--- config.mk ---
export PLATFORM = sky130hd
export DESIGN_NAME = timer_set_datapath
export DESIGN_NICKNAME = d
export VERILOG_FILES = /design/src/rtl/timer_pkg.sv /design/src/rtl/timer_set_datapath_countdown_counter.sv /design/src/rtl/timer_set_datapath.sv
export SDC_FILE = /design/constraint.sdc
export NUM_CORES = 1
export LEC_CHECK = 0
export BUFFER_PORTS_ARGS = -buffer_cell sky130_fd_sc_hd__buf_4
export CAP_MARGIN = 30
export CORE_ASPECT_RATIO = 0.5
export CORE_MARGIN = 5
export CORE_UTILIZATION = 52
export CTS_CLUSTER_SIZE = 24
export DETAILED_ROUTE_END_ITERATION = 10
export GPL_ROUTABILITY_DRIVEN = 1
export PLACE_DENSITY = 0.76
export SYNTH_ARGS = -nofsm -noshare
export SYNTH_HDL_FRONTEND = slang
export SYNTH_SLANG_ARGS = --single-unit
--- constraint.sdc ---
create_clock -name clk -period 2.9 [get_ports clk]
set_input_delay 0.145 -clock clk [delete_from_list [all_inputs] [get_ports clk]]
set_output_delay 0.145 -clock clk [all_outputs]
set_load 0.05 [all_outputs]
--- src/rtl/timer_pkg.sv ---
// Shared encodings, defaults and preset arithmetic for the timer-set datapath.
package timer_pkg;

    localparam int T_W_DEF      = 10;
    localparam int STEP_SEC_DEF = 10;

    localparam logic [3:0] BCD_MAX = 4'd9;

    typedef enum logic [1:0] {
        S_HOLD    = 2'b00,
        S_COMPOSE = 2'b01,
        S_CLR     = 2'b10
    } preset_sel_e;

    function automatic logic [31:0] compose_preset(
        input logic [3:0]  tens,
        input logic [3:0]  units,
        input logic [31:0] step
    );
        return ({28'd0, tens} * 32'd10 + {28'd0, units}) * step;
    endfunction

endpackage

--- src/rtl/timer_set_datapath_countdown_counter.sv ---
// Countdown register with run flag and terminal done pulse; stop > load > arm > tick.
module countdown_counter
    import timer_pkg::*;
#(
    parameter int T_W = T_W_DEF
) (
    input  logic           clk,
    input  logic           rst,
    input  logic           load,
    input  logic           arm,
    input  logic           stop,
    input  logic           tick,
    input  logic [T_W-1:0] load_val,
    output logic [T_W-1:0] t,
    output logic           running,
    output logic           done
);

    localparam logic [T_W-1:0] ZERO = {T_W{1'b0}};
    localparam logic [T_W-1:0] ONE  = {{(T_W-1){1'b0}}, 1'b1};

    logic [T_W-1:0] t_q, t_d;
    logic           running_q, running_d;
    logic           done_q, done_d;

    // Next-state priority: stop, load, arm, then tick-driven decrement.
    always_comb begin
        t_d       = t_q;
        running_d = running_q;
        done_d    = 1'b0;
        if (stop) begin
            running_d = 1'b0;
        end else if (load) begin
            t_d = load_val;
            // A reload without arm keeps the run state, but never runs on zero.
            if (arm) begin
                running_d = (load_val != ZERO);
            end else begin
                running_d = running_q && (load_val != ZERO);
            end
        end else if (arm) begin
            running_d = (t_q != ZERO);
        end else if (running_q && tick && (t_q != ZERO)) begin
            t_d = t_q - ONE;
            if (t_q == ONE) begin
                running_d = 1'b0;
                done_d    = 1'b1;
            end else begin
                running_d = running_q;
            end
        end else begin
            t_d = t_q;
        end
    end

    // State registers.
    always_ff @(posedge clk) begin
        if (rst) begin
            t_q       <= ZERO;
            running_q <= 1'b0;
            done_q    <= 1'b0;
        end else begin
            t_q       <= t_d;
            running_q <= running_d;
            done_q    <= done_d;
        end
    end

    assign t       = t_q;
    assign running = running_q;
    assign done    = done_q;

endmodule

--- src/rtl/timer_set_datapath.sv ---
// Timer-set datapath: keypad latch, digit registers, preset composition and countdown.
module timer_set_datapath
    import timer_pkg::*;
#(
    parameter int T_W      = T_W_DEF,
    parameter int STEP_SEC = STEP_SEC_DEF
) (
    input  logic           clk,
    input  logic           rst,
    input  logic           key_valid,
    input  logic [3:0]     key_digit,
    input  logic           tick_1hz,
    input  logic           Kc,
    input  logic           La,
    input  logic           Lb,
    input  logic [1:0]     s,
    input  logic           Lr,
    input  logic           Ea,
    input  logic           Er,
    output logic           k7,
    output logic           key_ready,
    output logic           key_err,
    output logic [T_W-1:0] T,
    output logic           running,
    output logic           done
);

    if (32'd99 * STEP_SEC >= (32'd1 << T_W)) begin : g_illegal_params
        $error("timer_set_datapath: 99*STEP_SEC does not fit in T_W bits");
    end

    logic [3:0]     kr_q, kr_d;
    logic           key_ready_q, key_ready_d;
    logic           key_err_q, key_err_d;
    logic [3:0]     a_q, a_d;
    logic [3:0]     b_q, b_d;
    logic [T_W-1:0] p_q, p_d;
    logic           k7_q, k7_d;
    logic [T_W-1:0] p_comp_s;

    assign p_comp_s = T_W'(compose_preset(a_q, b_q, 32'(STEP_SEC)));

    // Key latch: a valid capture beats a same-cycle clear; non-BCD keys only flag an error.
    always_comb begin
        kr_d        = kr_q;
        key_ready_d = key_ready_q;
        key_err_d   = 1'b0;
        if (key_valid && (key_digit <= BCD_MAX)) begin
            kr_d        = key_digit;
            key_ready_d = 1'b1;
        end else if (Kc) begin
            kr_d        = 4'd0;
            key_ready_d = 1'b0;
        end else begin
            kr_d        = kr_q;
        end
        if (key_valid && (key_digit > BCD_MAX)) begin
            key_err_d = 1'b1;
        end else begin
            key_err_d = 1'b0;
        end
    end

    // Digit registers and preset; k7 tracks the preset being written this cycle.
    always_comb begin
        a_d = La ? kr_q : a_q;
        b_d = Lb ? kr_q : b_q;
        p_d = p_q;
        case (s)
            S_HOLD:    p_d = p_q;
            S_COMPOSE: p_d = p_comp_s;
            default:   p_d = {T_W{1'b0}};
        endcase
        k7_d = (p_d != {T_W{1'b0}});
    end

    // State registers.
    always_ff @(posedge clk) begin
        if (rst) begin
            kr_q        <= 4'd0;
            key_ready_q <= 1'b0;
            key_err_q   <= 1'b0;
            a_q         <= 4'd0;
            b_q         <= 4'd0;
            p_q         <= {T_W{1'b0}};
            k7_q        <= 1'b0;
        end else begin
            kr_q        <= kr_d;
            key_ready_q <= key_ready_d;
            key_err_q   <= key_err_d;
            a_q         <= a_d;
            b_q         <= b_d;
            p_q         <= p_d;
            k7_q        <= k7_d;
        end
    end

    countdown_counter #(
        .T_W (T_W)
    ) u_countdown (
        .clk      (clk),
        .rst      (rst),
        .load     (Lr),
        .arm      (Ea),
        .stop     (Er),
        .tick     (tick_1hz),
        .load_val (p_q),
        .t        (T),
        .running  (running),
        .done     (done)
    );

    assign k7        = k7_q;
    assign key_ready = key_ready_q;
    assign key_err   = key_err_q;

endmodule

Word-level counts from Yosys, hierarchy flattened
Index checks and enable logic that the tools add are counted.
- add/sub/neg operators: 2
- multiply operators: 2
- divide/modulo/power cells: 0
- $lt $le $gt $ge: 2
- equal/unequal tests: 3
- shift-type cells: 0
- mux-type cells: 15
- bitwise operators: 2
- reduce and logical (&&, ||, !) cells: 17
- operator list (kind ; count):
    10-bit two-way mux ; 3
    10-bit nonzero test ; 3
    10-bit one-hot mux with 2 select lines ; 1
    10-bit by 1-bit equality test with 1-bit output (second input constant) ; 1
    10-bit by 1-bit subtractor with 10-bit output (second input constant) ; 1
    8-bit by 4-bit adder with 9-bit output ; 1
    9-bit by 3-bit multiplier with 9-bit output (second input constant) ; 1
    1-bit two-way mux ; 9
    4-bit two-way mux ; 2
    4-bit by 3-bit multiplier with 7-bit output (second input constant) ; 1
    3-bit nonzero test ; 2
    1-bit logical AND ; 5
    5-bit OR reduction ; 1
    4-bit > comparator (second input constant) ; 1
    4-bit less-or-equal comparator (second input constant) ; 1
    2-bit nonzero test ; 2
    3-bit AND reduction ; 1
    2-bit by 1-bit equality test with 1-bit output (second input constant) ; 1
    2-bit zero test ; 1
    2-bit inequality test (second input constant) ; 1
    1-bit NOT ; 2
    2-bit AND reduction ; 1
    2-bit OR reduction ; 1
- bits in registers: 37
- latch bits: 0
- RAM bits: 0
- ROM bits: 0
- logic and storage cells: 53
- memories kept: 0

Longest topological paths before layout
- depth in word-level cells: 5
- depth in mapped cells: 14
- depth with buffers taken out: 14

Cells and area by module
A second synthesis with hierarchy kept.
- cell total of the unflattened synthesis: 275
- area total of the unflattened synthesis: 2426.1 um2
- by module, submodules not included (module ; instances ; cells an instance ; area each (um2)):
    timer_set_datapath ; 1 ; 165 ; 1542.7
    countdown_counter ; 1 ; 110 ; 883.3

Worst setup path before layout
Ideal clock, no wire load.
- kind: flip-flop to flip-flop
- start: reg a_q[1]
- end: reg k7_q (netlist: k7)
- arrival: 3074 ps
- data required time: 2775 ps
- slack: -299 ps
- cell stages (with the launch flop): 15
- buffers on the path: 0
- cells stage by stage: dfxtp_1 > ha_1 > ha_1 > fa_1 > o211a_1 > o21a_1 > xnor2_1 > ha_1 > ha_1 > nor2_1 > a21oi_1 > xnor2_1 > a41oi_1 > o31ai_1 > o21ai_1
- longest elaborated chain between the ends: 5
- RTL lines (what ; line ; source):
    start: declaration ; timer_set_datapath.sv:35 ; logic [3:0] a_q, a_d;
    start signal: assignment ; timer_set_datapath.sv:83 ; a_q <= 4'd0;
    start signal: assignment ; timer_set_datapath.sv:91 ; a_q <= a_d;
    4-bit by 3-bit multiplier with 7-bit output ; timer_pkg.sv:20 ; return ({28'd0, tens} * 32'd10 + {28'd0, units}) * step;
    8-bit by 4-bit adder with 9-bit output ; timer_pkg.sv:20 ;
    9-bit by 3-bit multiplier with 9-bit output ; timer_pkg.sv:20 ;
    10-bit one-hot mux with 2 select lines ; timer_set_datapath.sv:69 ; case (s)
    10-bit nonzero test ; timer_set_datapath.sv:74 ; k7_d = (p_d != {T_W{1'b0}});
    end signal: assignment ; timer_set_datapath.sv:94 ; k7_q <= k7_d;
    end: declaration ; timer_set_datapath.sv:38 ; logic k7_q, k7_d;
No other way between the ends.
A chain may end at the register's enable or synchronous reset.

Worst setup path after layout
Same ends and word-level chain as after synthesis.

==> qor.txt <==
asr flop ratio synth -> 0%
Pwr Total -> 1.21 mW
grt total ovfl -> 0
CTS Buf Count -> 5
Buf+Inv Stages, Crit Path -> 1
final net count -> 347
Setup Viol. Count Final -> 4
Fin. Hold Viols -> 0
post-synthesis cell area -> 2240 sq um
CTS root buf -> clkbuf_8
Slew Limit Headroom -> 54.7%
MaxCap Viol Count -> 0
placed cells -> 351
Area Overhead vs Synth -> 27.7%
residual DRC count -> 0
status -> complete, but fails checks
Clock Skew -> 0.00557 ns
Worst Hold Slack -> 0.0501 ns
Core Util, Final -> 71.2%
row cnt -> 16
compound-gate portion of the synthesized area -> 16.8%
First-pass DRT Iterations -> 5
critical path class -> flop to flop
H-tree Lvls -> 2
port bufs -> 30
CP max stage delay -> 0.54 ns
Max Freq -> 0.315 GHz
Unique masters post-synth -> 48
final non-filler cell total -> 363
clock slew at reported path FFs -> 0.07 ns
data required time at the worst endpoint -> 3.07 ns
first-pass GRT wire length -> 8200 microns
maximum vdd drop -> 0.212 mV
Most used DFF post-synth -> dfxtp_1
Seq/Total Area, Yosys -> 33.0%
Design Area, Final -> 2870 sq um
initial antenna violation count -> 0
pwr dens -> 422 nW/um^2
Period Utilization, post-route -> 109%
cell mode on critical path -> ha_4
die footprint -> 5810 sq um
max-slew violations -> 0
Synth Area in Simple Gates -> 20.8%
Yosys reg bits -> 37
CTS Hold Bufs -> 0
clock sink count -> 37
DR iter-0 viols -> 55
hold depth -> 2
XOR/XNOR Fraction of Synth Area -> 4.29%
Setup TNS Final -> -0.618 ns
Worst Reg-to-Reg Cells -> 13
Crit path max-delay family -> adder cells
Min Clock Period, post-route -> 3.17 ns
IO Count -> 31
drt via density -> 5.55
vias after detailed routing -> 2015
ant diodes -> 0
Min-Delay Path Class -> primary input to flop
Tot GR Track Use -> 17.3%
failing checks -> setup timing
Post-synth top cells -> dfxtp_1, nand2_1, nor2_1, a21oi_1, ha_1
total leakage power -> 1.28 nW
Slowest cell on crit path -> fa_1
buffer depth of the longest clock path -> 2
Post-Synthesis Net Count -> 304
post-synth top area share -> 33.0%
WL final -> 5180 microns
CTS tree -> built
worst-path fanout max -> 3
Starting Density -> 55.8%
Tightest Pin Transition -> 0.673 ns
Post-DRT Antenna Nets -> 0
post-synth top area cell -> dfxtp_1
Die Wd -> 103 microns
Core Area -> 4020 sq um
final worst slack -> -0.270 ns
Worst setup EP type -> flop
Min-Delay Endpoint -> u_countdown.done
reg-to-reg startpoint -> a_q[1]
hold path startpoint -> Ea
pin count of the biggest net entering global routing -> 32
CP startpoint -> a_q[1]
vias in the first global route -> 1851
R2R Path End -> k7
Worst-Skew Late Latency -> 0.29 ns
worst slack, placed -> -0.304 ns
CP startpoint kind -> flop
gpl congestion -> 0.832
yosys warns -> 0
Gate Count Post-Synth -> 265
dominant combinational cell family by area after synthesis -> simple AND/OR/NAND/NOR gates
routed wire length per instance -> 14.3 microns
Die Y -> 56.5 microns
most frequent cell after synthesis -> dfxtp_1
RSZ-0062 raised after global routing -> true
mux cell area share after synthesis -> 7.25%
Fillers -> 286
CP cell instances -> ha_4 -> ha_4 -> fa_1 -> o211a_1 -> o21a_1 -> xnor2_1 -> ha_1 -> ha_4 -> buf_4 -> xnor2_1 -> mux2_4 -> o31ai_1 -> o21ai_1
register-to-register setup slack -> -0.27 ns
syn_area_per_cell -> 8.47 sq um
Synth area leaders -> dfxtp_1, ha_1, mux2i_1
layout cell share with drive strength beyond 1 -> 27.2%
post-synthesis adder-cell area fraction -> 13.8%
HPWL after DPL -> 3770 microns
EDFF count, synth -> 0
critical path arrival -> 3.34 ns
Post-Place Cell Area -> 2630 sq um
-- sequential cells by signal, summed over array words and instances (netlist names) --
register and cells:
kr_q 4, k7 1, p_q 10, b_q 4
a_q 4, key_err 1, key_ready 1, u_countdown.running 1
u_countdown.done 1, u_countdown.t 10
-- metal layers --
metal  global-route usage (%)  share of wire [%]
met5                        0                  0
met4                     3.87               0.79
met3                     4.94                6.3
met2                     29.1                 48
met1                     21.9                 45
-- how the worst max path moves through the flow --
| stage | end | slack [ns] | depth (start not counted) |
|---|---|---|---|
| final | k7 | -0.27 | 13 |
| after global routing | k7 | -0.46 | 14 |
| after floorplan | k7 | -0.17 | 14 |
| after detailed placement | k7 | -0.30 | 14 |
| after CTS | k7 | -0.27 | 14 |
| after global placement | k7 | -0.21 | 14 |
-- cell families after synthesis --
kind of cell,count (synthesis)
fa+ha+maj,23
mux,16
simple gates,93
flops,37
xor+xnor,11
buf+inv,22
compound gates,63
-- power breakdown --
group	switching (mW)	internal, mW
clock	0.184	0.215
sequential	0.0191	0.525
combinational	0.157	0.110
total	0.361	0.850
-- what timing repair did --
action / CTS / global route
endpoints found under the setup margin: 5 / 5
pin swaps: 14 / 8
setup buffers: 3 / 1
resized for setup: 6 / 12
-- placed cells by master (no fill, tap or decap), types with 4 or more instances in the layout --
cell type,count
mux2i_1,14
xnor2_1,5
inv_1,10
nand2_1,30
clkbuf_8,7
buf_4,48
o21ai_0,10
o21ai_1,8
nand3b_1,4
nor2_1,29
nand2b_1,4
nor4_1,4
dfxtp_1,34
ha_4,5
ha_1,13
a21oi_2,4
a21oi_1,23
-- final cells by class --
type | instances | area, sq um | area share (%)
multi-input combinational | 206 | 1550 | 54.2
sequential | 37 | 747 | 26.1
timing repair buffer | 48 | 360 | 12.6
clock buffer | 7 | 96.3 | 3.36
tap | 54 | 67.6 | 2.36
inverter | 10 | 37.5 | 1.31
clock inverter | 1 | 5.00 | 0.175
-- worst register-to-register path, delay by kind of cell (launching register included) --
family	cells	cell delay [ns]
adders and majority gates	5	1.51
AOI/OAI and AO/OA	4	0.62
DFF	1	0.34
muxes	1	0.26
xor gates and xnor gates	2	0.19
buffers and inverters	1	0.13
(Power assumes the default switching activity.)
